**src/rtl/regfile_dump_reader_if.sv**
```systemverilog
// Debug dump channel: start/abort control, spare register-file read port and
// the {index, data} valid/ready stream plus status back to the debug side.
interface regfile_dump_reader_if #(
    parameter int ADDR_W = 5,
    parameter int DATA_W = 32
);
    logic              start;
    logic              abort;
    logic [ADDR_W-1:0] rf_addr;
    logic [DATA_W-1:0] rf_data;
    logic              dump_valid;
    logic              dump_ready;
    logic [ADDR_W-1:0] dump_index;
    logic [DATA_W-1:0] dump_data;
    logic              busy;
    logic              done;
    logic [DATA_W-1:0] dump_csum;

    // Reader side: drives the RF address and the dump stream.
    modport master (
        input  start, abort, rf_data, dump_ready,
        output rf_addr, dump_valid, dump_index, dump_data, busy, done, dump_csum
    );

    // Debug/RF side: requests dumps, serves reads, consumes the stream.
    modport slave (
        output start, abort, rf_data, dump_ready,
        input  rf_addr, dump_valid, dump_index, dump_data, busy, done, dump_csum
    );
endinterface

```
**src/rtl/regfile_dump_reader.sv**
```systemverilog
// Walks the register file via a spare async read port and streams {index, data} words.
// Latency: first word valid two edges after start; word held until dump_ready, abort drops it.
module regfile_dump_reader #(
    parameter int NUM_REGS = 32,
    parameter int ADDR_W   = 5,
    parameter int DATA_W   = 32
) (
    input  logic                  clk,
    input  logic                  rst,
    regfile_dump_reader_if.master bus
);

    typedef enum logic [1:0] {
        S_IDLE = 2'd0,
        S_READ = 2'd1,
        S_SEND = 2'd2,
        S_DONE = 2'd3
    } state_t;

    localparam logic [ADDR_W-1:0] LAST_IDX = ADDR_W'(NUM_REGS - 1);

    state_t            r_state;
    state_t            w_next_state;
    logic [ADDR_W-1:0] r_idx;
    logic [ADDR_W-1:0] r_dump_index;
    logic [DATA_W-1:0] r_dump_data;
    logic [DATA_W-1:0] r_csum;
    logic [DATA_W-1:0] r_dump_csum;
    logic              r_dump_valid;

    logic              w_begin;
    logic              w_capture;
    logic              w_accept;
    logic              w_drop;
    logic              w_commit;
    logic              w_last;

    assign w_last = (r_idx == LAST_IDX);

    always_ff @(posedge clk or posedge rst) begin
        if (rst) begin
            r_state <= S_IDLE;
        end else begin
            r_state <= w_next_state;
        end
    end

    // Abort wins over a coincident handshake, so the word in flight is never counted.
    always_comb begin
        w_next_state = r_state;
        w_begin      = 1'b0;
        w_capture    = 1'b0;
        w_accept     = 1'b0;
        w_drop       = 1'b0;
        w_commit     = 1'b0;
        case (r_state)
            S_IDLE: begin
                if (bus.start && !bus.abort) begin
                    w_begin      = 1'b1;
                    w_next_state = S_READ;
                end
            end
            S_READ: begin
                if (bus.abort) begin
                    w_next_state = S_IDLE;
                end else begin
                    w_capture    = 1'b1;
                    w_next_state = S_SEND;
                end
            end
            S_SEND: begin
                if (bus.abort) begin
                    w_drop       = 1'b1;
                    w_next_state = S_IDLE;
                end else if (bus.dump_ready) begin
                    w_accept     = 1'b1;
                    w_next_state = w_last ? S_DONE : S_READ;
                end
            end
            S_DONE: begin
                w_commit     = 1'b1;
                w_next_state = S_IDLE;
            end
            default: begin
                w_next_state = S_IDLE;
            end
        endcase
    end

    always_ff @(posedge clk or posedge rst) begin
        if (rst) begin
            r_idx        <= '0;
            r_dump_index <= '0;
            r_dump_data  <= '0;
            r_dump_valid <= 1'b0;
            r_csum       <= '0;
            r_dump_csum  <= '0;
        end else begin
            if (w_begin) begin
                r_idx  <= '0;
                r_csum <= '0;
            end else if (w_accept && !w_last) begin
                r_idx <= r_idx + ADDR_W'(1);
            end

            if (w_capture) begin
                r_dump_data  <= bus.rf_data;
                r_dump_index <= r_idx;
                r_dump_valid <= 1'b1;
            end else if (w_accept || w_drop) begin
                r_dump_valid <= 1'b0;
            end

            if (w_accept) begin
                r_csum <= r_csum ^ r_dump_data;
            end

            // Published only once the whole dump is through; aborted runs leave it alone.
            if (w_commit) begin
                r_dump_csum <= r_csum;
            end
        end
    end

    assign bus.rf_addr    = r_idx;
    assign bus.dump_valid = r_dump_valid;
    assign bus.dump_index = r_dump_index;
    assign bus.dump_data  = r_dump_data;
    assign bus.busy       = (r_state != S_IDLE);
    assign bus.done       = (r_state == S_DONE);
    assign bus.dump_csum  = r_dump_csum;

endmodule

```
**src/flat_wrapper.sv**
```systemverilog
// flat-port wrapper written by rule: the top's interface ports become plain ports
module regfile_dump_reader_flat 
#(
    parameter int NUM_REGS = 32,
    parameter int ADDR_W   = 5,
    parameter int DATA_W   = 32
)
  (clk, rst, bus_start, bus_abort, bus_rf_data, bus_dump_ready, bus_rf_addr, bus_dump_valid, bus_dump_index, bus_dump_data, bus_busy, bus_done, bus_dump_csum);
  regfile_dump_reader_if #(.ADDR_W(ADDR_W), .DATA_W(DATA_W)) bus_i ();
  input  logic clk;
  input  logic rst;
  input wire logic [$bits(bus_i.start)-1:0] bus_start;
  input wire logic [$bits(bus_i.abort)-1:0] bus_abort;
  input wire logic [$bits(bus_i.rf_data)-1:0] bus_rf_data;
  input wire logic [$bits(bus_i.dump_ready)-1:0] bus_dump_ready;
  output wire logic [$bits(bus_i.rf_addr)-1:0] bus_rf_addr;
  output wire logic [$bits(bus_i.dump_valid)-1:0] bus_dump_valid;
  output wire logic [$bits(bus_i.dump_index)-1:0] bus_dump_index;
  output wire logic [$bits(bus_i.dump_data)-1:0] bus_dump_data;
  output wire logic [$bits(bus_i.busy)-1:0] bus_busy;
  output wire logic [$bits(bus_i.done)-1:0] bus_done;
  output wire logic [$bits(bus_i.dump_csum)-1:0] bus_dump_csum;
  assign bus_i.start = bus_start;
  assign bus_i.abort = bus_abort;
  assign bus_i.rf_data = bus_rf_data;
  assign bus_i.dump_ready = bus_dump_ready;
  assign bus_rf_addr = bus_i.rf_addr;
  assign bus_dump_valid = bus_i.dump_valid;
  assign bus_dump_index = bus_i.dump_index;
  assign bus_dump_data = bus_i.dump_data;
  assign bus_busy = bus_i.busy;
  assign bus_done = bus_i.done;
  assign bus_dump_csum = bus_i.dump_csum;
  regfile_dump_reader #(.NUM_REGS(NUM_REGS), .ADDR_W(ADDR_W), .DATA_W(DATA_W)) u_core (.clk(clk), .rst(rst), .bus(bus_i));
endmodule
```
**config.mk**
```make
export PLATFORM = sky130hd
export DESIGN_NAME = regfile_dump_reader_flat
export DESIGN_NICKNAME = d
export VERILOG_FILES = /design/src/rtl/regfile_dump_reader_if.sv /design/src/rtl/regfile_dump_reader.sv /design/src/flat_wrapper.sv
export SDC_FILE = /design/constraint.sdc
export NUM_CORES = 1
export LEC_CHECK = 0
export ABC_AREA = 1
export CAP_MARGIN = 20
export CORE_MARGIN = 5
export CORE_UTILIZATION = 38
export DETAILED_ROUTE_END_ITERATION = 8
export PLACE_DENSITY = 0.64
export RECOVER_POWER = 25
export SYNTH_ARGS = -nofsm -noshare
export SYNTH_HDL_FRONTEND = slang
export SYNTH_SLANG_ARGS = --single-unit
```
**constraint.sdc**
```tcl
create_clock -name clk -period 4.6 [get_ports clk]
set_input_delay 0.69 -clock clk [delete_from_list [all_inputs] [get_ports clk]]
set_output_delay 0.69 -clock clk [all_outputs]
set_load 0.005 [all_outputs]
```
# Word level (Yosys, flattened, before mapping)
# Cells that the tools add are included.
word_totals:
  reg_bits: 109
  input_bits: 37
op_classes:
  n_addsub: 1
  n_eq_ne: 6
  muxes: 22
  n_bitwise: 1
  n_reduce_logical: 11
op_table:
  columns: ["cell", "count"]
  rows:
  - ["2-to-1 mux 32 bit", 2]
  - ["bitwise XOR 32 bit", 1]
  - ["2-to-1 mux 1 bit", 12]
  - ["2-to-1 mux 2 bit", 5]
  - ["2-to-1 mux 5 bit", 2]
  - ["case mux 2 bit (4 select lines)", 1]
  - ["nonzero test 2 bit", 4]
  - ["adder 5 x 1 -> 5 bit, second input constant", 1]
  - ["equality test 5 bit, second input constant", 1]
  - ["equality test 2 bit, second input constant", 2]
  - ["inequality test 3 bit, second input constant", 1]
  - ["equality test 2 x 1 -> 1 bit, second input constant", 1]
  - ["logical AND 1 bit", 2]
  - ["logical NOT 1 bit", 2]
  - ["logical NOT 2 bit", 1]
  - ["inequality test 2 x 1 -> 1 bit, second input constant", 1]
  - ["AND reduction 2 bit", 1]
  - ["logical OR 1 bit", 1]

# Longest topological paths before layout
logic_depth:
  ltp_word: 6
  depth_mapped: 9
  depth_no_buf: 9

# Worst setup path before layout
# No wires, ideal clock.
synth_timing:
  kind: "flip-flop to output port"
  from: "register u_core.r_state[1]"
  to: "output bus_done"
  arrival_time_ps: 782
  required_time_ps: 3910
  setup_slack_ps: 3128
  stages_incl_launch_ff: 4
  path_buffers: 1
  cell_sequence: "dfrtp_1 -> nand2_1 -> clkbuf_1 -> inv_1"
synth_via:
  elab_chain_len: 1
synth_lines:
  columns: ["item", "line_no", "source"]
  rows:
  - ["start: declaration", "regfile_dump_reader.sv:22", "state_t r_state;"]
  - ["start signal: assignment", "regfile_dump_reader.sv:44", "r_state <= w_next_state;"]
  - ["equality test 2 bit", "regfile_dump_reader.sv:130", "assign bus.done = (r_state == S_DONE);"]
  - ["end: declaration", "flat_wrapper.sv:21", "output wire logic [$bits(bus_i.done)-1:0] bus_done;"]
# Every way passes these cells.

==> results by group <==
Status
  – Outcome: complete, but fails checks
  – Failing checks: max-capacitance violations, max-slew violations

Clock tree
  – CTS sink count: 109
  – Longest Clk Path Bufs: 2
  – Hold Buf Count CTS: 0
  – # Post-CTS Setup Buffers: 0
  – Worst-path clk slew: 0.07 ns
  – Resized Gates After CTS: 0
  – CTS root buffer: clkbuf_16
  – CTS tree: done
  – CTS buffer count: 9
  – CTS H-tree lvls: 3
  – Clock Latency Late Sink: 0.34 ns

Worst setup path
  – Critical path data arrival time: 3.42 ns
  – R2r startpoint: u_core.r_state[1]$_DFFE_PP0P_
  – Highest net fanout along the worst path: 62
  – Crit start category: primary input
  – FF-to-FF setup slack: 2.32 ns
  – Req. time, crit path: 5.12 ns
  – Worst r2r path cells: 4
  – Critical path class: primary input to async pin
  – Endpoint class of the critical path: async pin
  – Worst reg2reg endpoint: u_core.r_csum[3]$_DFFE_PP0P_

Logic synthesis
  – Synthesized instance count: 494
  – Predominant post-synthesis flop cell: dfrtp_1
  – Post-synth top area share: 57.9%
  – Largest cells by area after synthesis: dfrtp_1 (58%), nand2_1 (12%), xor2_1 (5.9%)
  – Syn_area_per_cell: 9.54 um^2
  – Synth Net Count: 533
  – Post-synthesis cell area: 0.00471 mm^2
  – Sequential cell area fraction in the yosys report: 57.9%
  – Top-count cell post-synth: nand2_1
  – #FFs+latches synth: 109
  – Number of flops mapped to enable cells by yosys: 0
  – Ys async rst share: 100%
  – Post-synth top area cell: dfrtp_1
  – Number of distinct library cells after synthesis: 21
  – Commonest cells post-synth: nand2_1 (154), dfrtp_1 (109), inv_1 (45), nand3_1 (41), o21ai_0 (36)
  – Warnings, synthesis: 0

Detailed routing
  – Routed Antenna Nets: 0
  – Final wirelength: 11400 um
  – Drt pass-1 iters: 4
  – Mean number of vias per cell: 4.65
  – WL/cell: 14.8 um
  – Via count: 3593
  – Drt initial violations: 311
  – DRC viols: 0

Floorplanning
  – DIE HEIGHT: 121 um
  – Core Box Area: 0.0121 mm^2
  – Die ar.: 0.0147 mm^2
  – Die outline width: 121 um
  – Ports: 114
  – Core Rows: 40
  – Starting density of the core: 39.1%

Placement
  – Port bufs: 113
  – DP HPWL: 7750 um
  – Global placer's final weighted congestion: 0.766
  – Post-Place Cells: 756

Timing
  – Worst-Margin Slew: 1.52 ns
  – Setup Total Neg Slack: 0 ns
  – Crit share post-route: 62.9%
  – Fin crit period: 2.89 ns
  – RSZ-0062 raised after global routing: no
  – Clk_skew: 0.00607 ns
  – Max Fclk: 346 MHz
  – Final setup vio count: 0
  – Max Slew Vio Count: 63
  – Endpoints failing hold: 0
  – Slew margin rel.: -1.44%

Cells and area
  – Area growth syn-to-layout: 32.8%
  – Layout cells sized above 1: 9.77%
  – Nets: 639
  – Post-Layout Cell Count: 772
  – ANT cells: 0

Min path
  – HP Start: u_core.bus.dump_csum[29]$_DFFE_PP0P_
  – Hold path depth: 2
  – Hold path endpoint: u_core.bus.dump_csum[29]$_DFFE_PP0P_
  – Hold Crit Class: flip-flop to flip-flop

GRT
  – Overflow after GRT: 0
  – First-pass GRT wire length: 19000 um
  – Largest net degree at the start of global routing: 80
  – Antenna violations before repair: 0
  – Tot GR Track Use: 16.2%
  – Number of global-route vias before repair: 3733

Power and ir drop
  – Leakage power: 3.00 nW
  – Worst VDD drop: 0.194 mV
  – Cell Pwr Density: 424 mW/mm^2

Run
  – Max-Cap Viols: 1
-- flip-flops by register name, indices dropped and copies added, names as in the netlist --
register               count
u_core.bus.dump_csum      32
u_core.bus.dump_data      32
u_core.r_csum             32
u_core.bus.dump_index      5
u_core.bus.rf_addr         5
u_core.r_state             2
u_core.bus.dump_valid      1
-- where the power goes --
part / total, W / internal (W) / switching (W)
clock: 0.000824 / 0.000489 / 0.000336
sequential: 0.00124 / 0.00111 / 0.000136
combinational: 0.000589 / 0.000343 / 0.000246
-- cell families after synthesis --
group	Yosys count	synth area share (%)
adder cells (fa/ha/maj)	2	0.531
buffers and inverters	70	7.01
flip-flops	109	57.9
AO/OA/AOI/OAI	70	9.80
AND/OR/NAND/NOR	211	18.8
XOR/XNOR	32	5.95
-- stage by stage --
step	setup slack, ns	power [W]	util [%]	instance area (um^2)	hold slack (ns)
6_report	1.71	0.00266	51.9	6260	0.482
5_1_grt	1.28	0.00281	51.9	6260	0.508
4_1_cts	1.89	0.00269	51.8	6250	0.488
3_5_place_dp	1.53	0.00186	49.2	5940	0.472
3_3_place_gp	1.63	0.00184	49.2	5940	0.464
2_1_floorplan	1.04	0.00149	-	4710	0.465
-- cell type report --
type / instances / area (um^2)
fillers: 1126 / 5800
flip-flops and latches: 109 / 2730
multi-input cells: 315 / 1660
repair buffers: 119 / 1170
clock buffers: 11 / 243
well taps: 168 / 210
inverters: 46 / 175
clock inverters: 4 / 72.6
-- worst max-delay path: stages --
cell           delay (ns)
dlygate4sd3_1        0.55
clkinvlp_2           0.47
clkbuf_2             1.22
buf_4                0.44
-- cell usage in the layout, fill, tap and decap left out --
master	instances
nand2_1	153
clkdlybuf4s50_1	112
dfrtp_1	109
inv_1	44
nand3_1	41
o21ai_0	36
xor2_1	32
o21ai_2	29
clkbuf_16	9
nor2_1	5
buf_4	5
nand2_2	4
nand4_1	4
o21ai_1	3
nor2_4	2
clkinv_2	2
ha_1	2
bufinv_16	2
nor2_2	1
nand2_4	1
clkinvlp_2	1
a21oi_1	1
o211ai_1	1
clkinvlp_4	1
clkbuf_8	1
clkbuf_1	1
dlygate4sd3_1	1
clkbuf_2	1
-- routing by layer --
layer | up-vias | routed length [um] | part of all wire [%] | global-route usage (%)
met4 | 0 | 47 | 0.41 | 3.64
met5 | - | 0 | 0 | 0
met2 | 99 | 5440 | 48 | 26.0
li1 | 1759 | - | - | -
met3 | 4 | 769 | 6.7 | 4.76
met1 | 1731 | 5180 | 45 | 21.8
-- worst max-delay path by stage --
| stage | from | to | slack, ns | depth (start not counted) |
|---|---|---|---|---|
| 2_1_floorplan | rst | u_core.bus.dump_csum[0]$_DFFE_PP0P_ | 1.04 | 1 |
| 3_3_place_gp | bus_abort | u_core.r_csum[4]$_DFFE_PP0P_ | 1.63 | 5 |
| 3_5_place_dp | bus_abort | u_core.r_csum[3]$_DFFE_PP0P_ | 1.53 | 5 |
| 4_1_cts | bus_abort | u_core.r_csum[3]$_DFFE_PP0P_ | 1.89 | 5 |
| 5_1_grt | rst | u_core.bus.dump_data[7]$_DFFE_PP0P_ | 1.28 | 4 |
| 6_report | rst | u_core.r_csum[3]$_DFFE_PP0P_ | 1.71 | 4 |
Note: power is estimated with default switching activity, not from simulation.
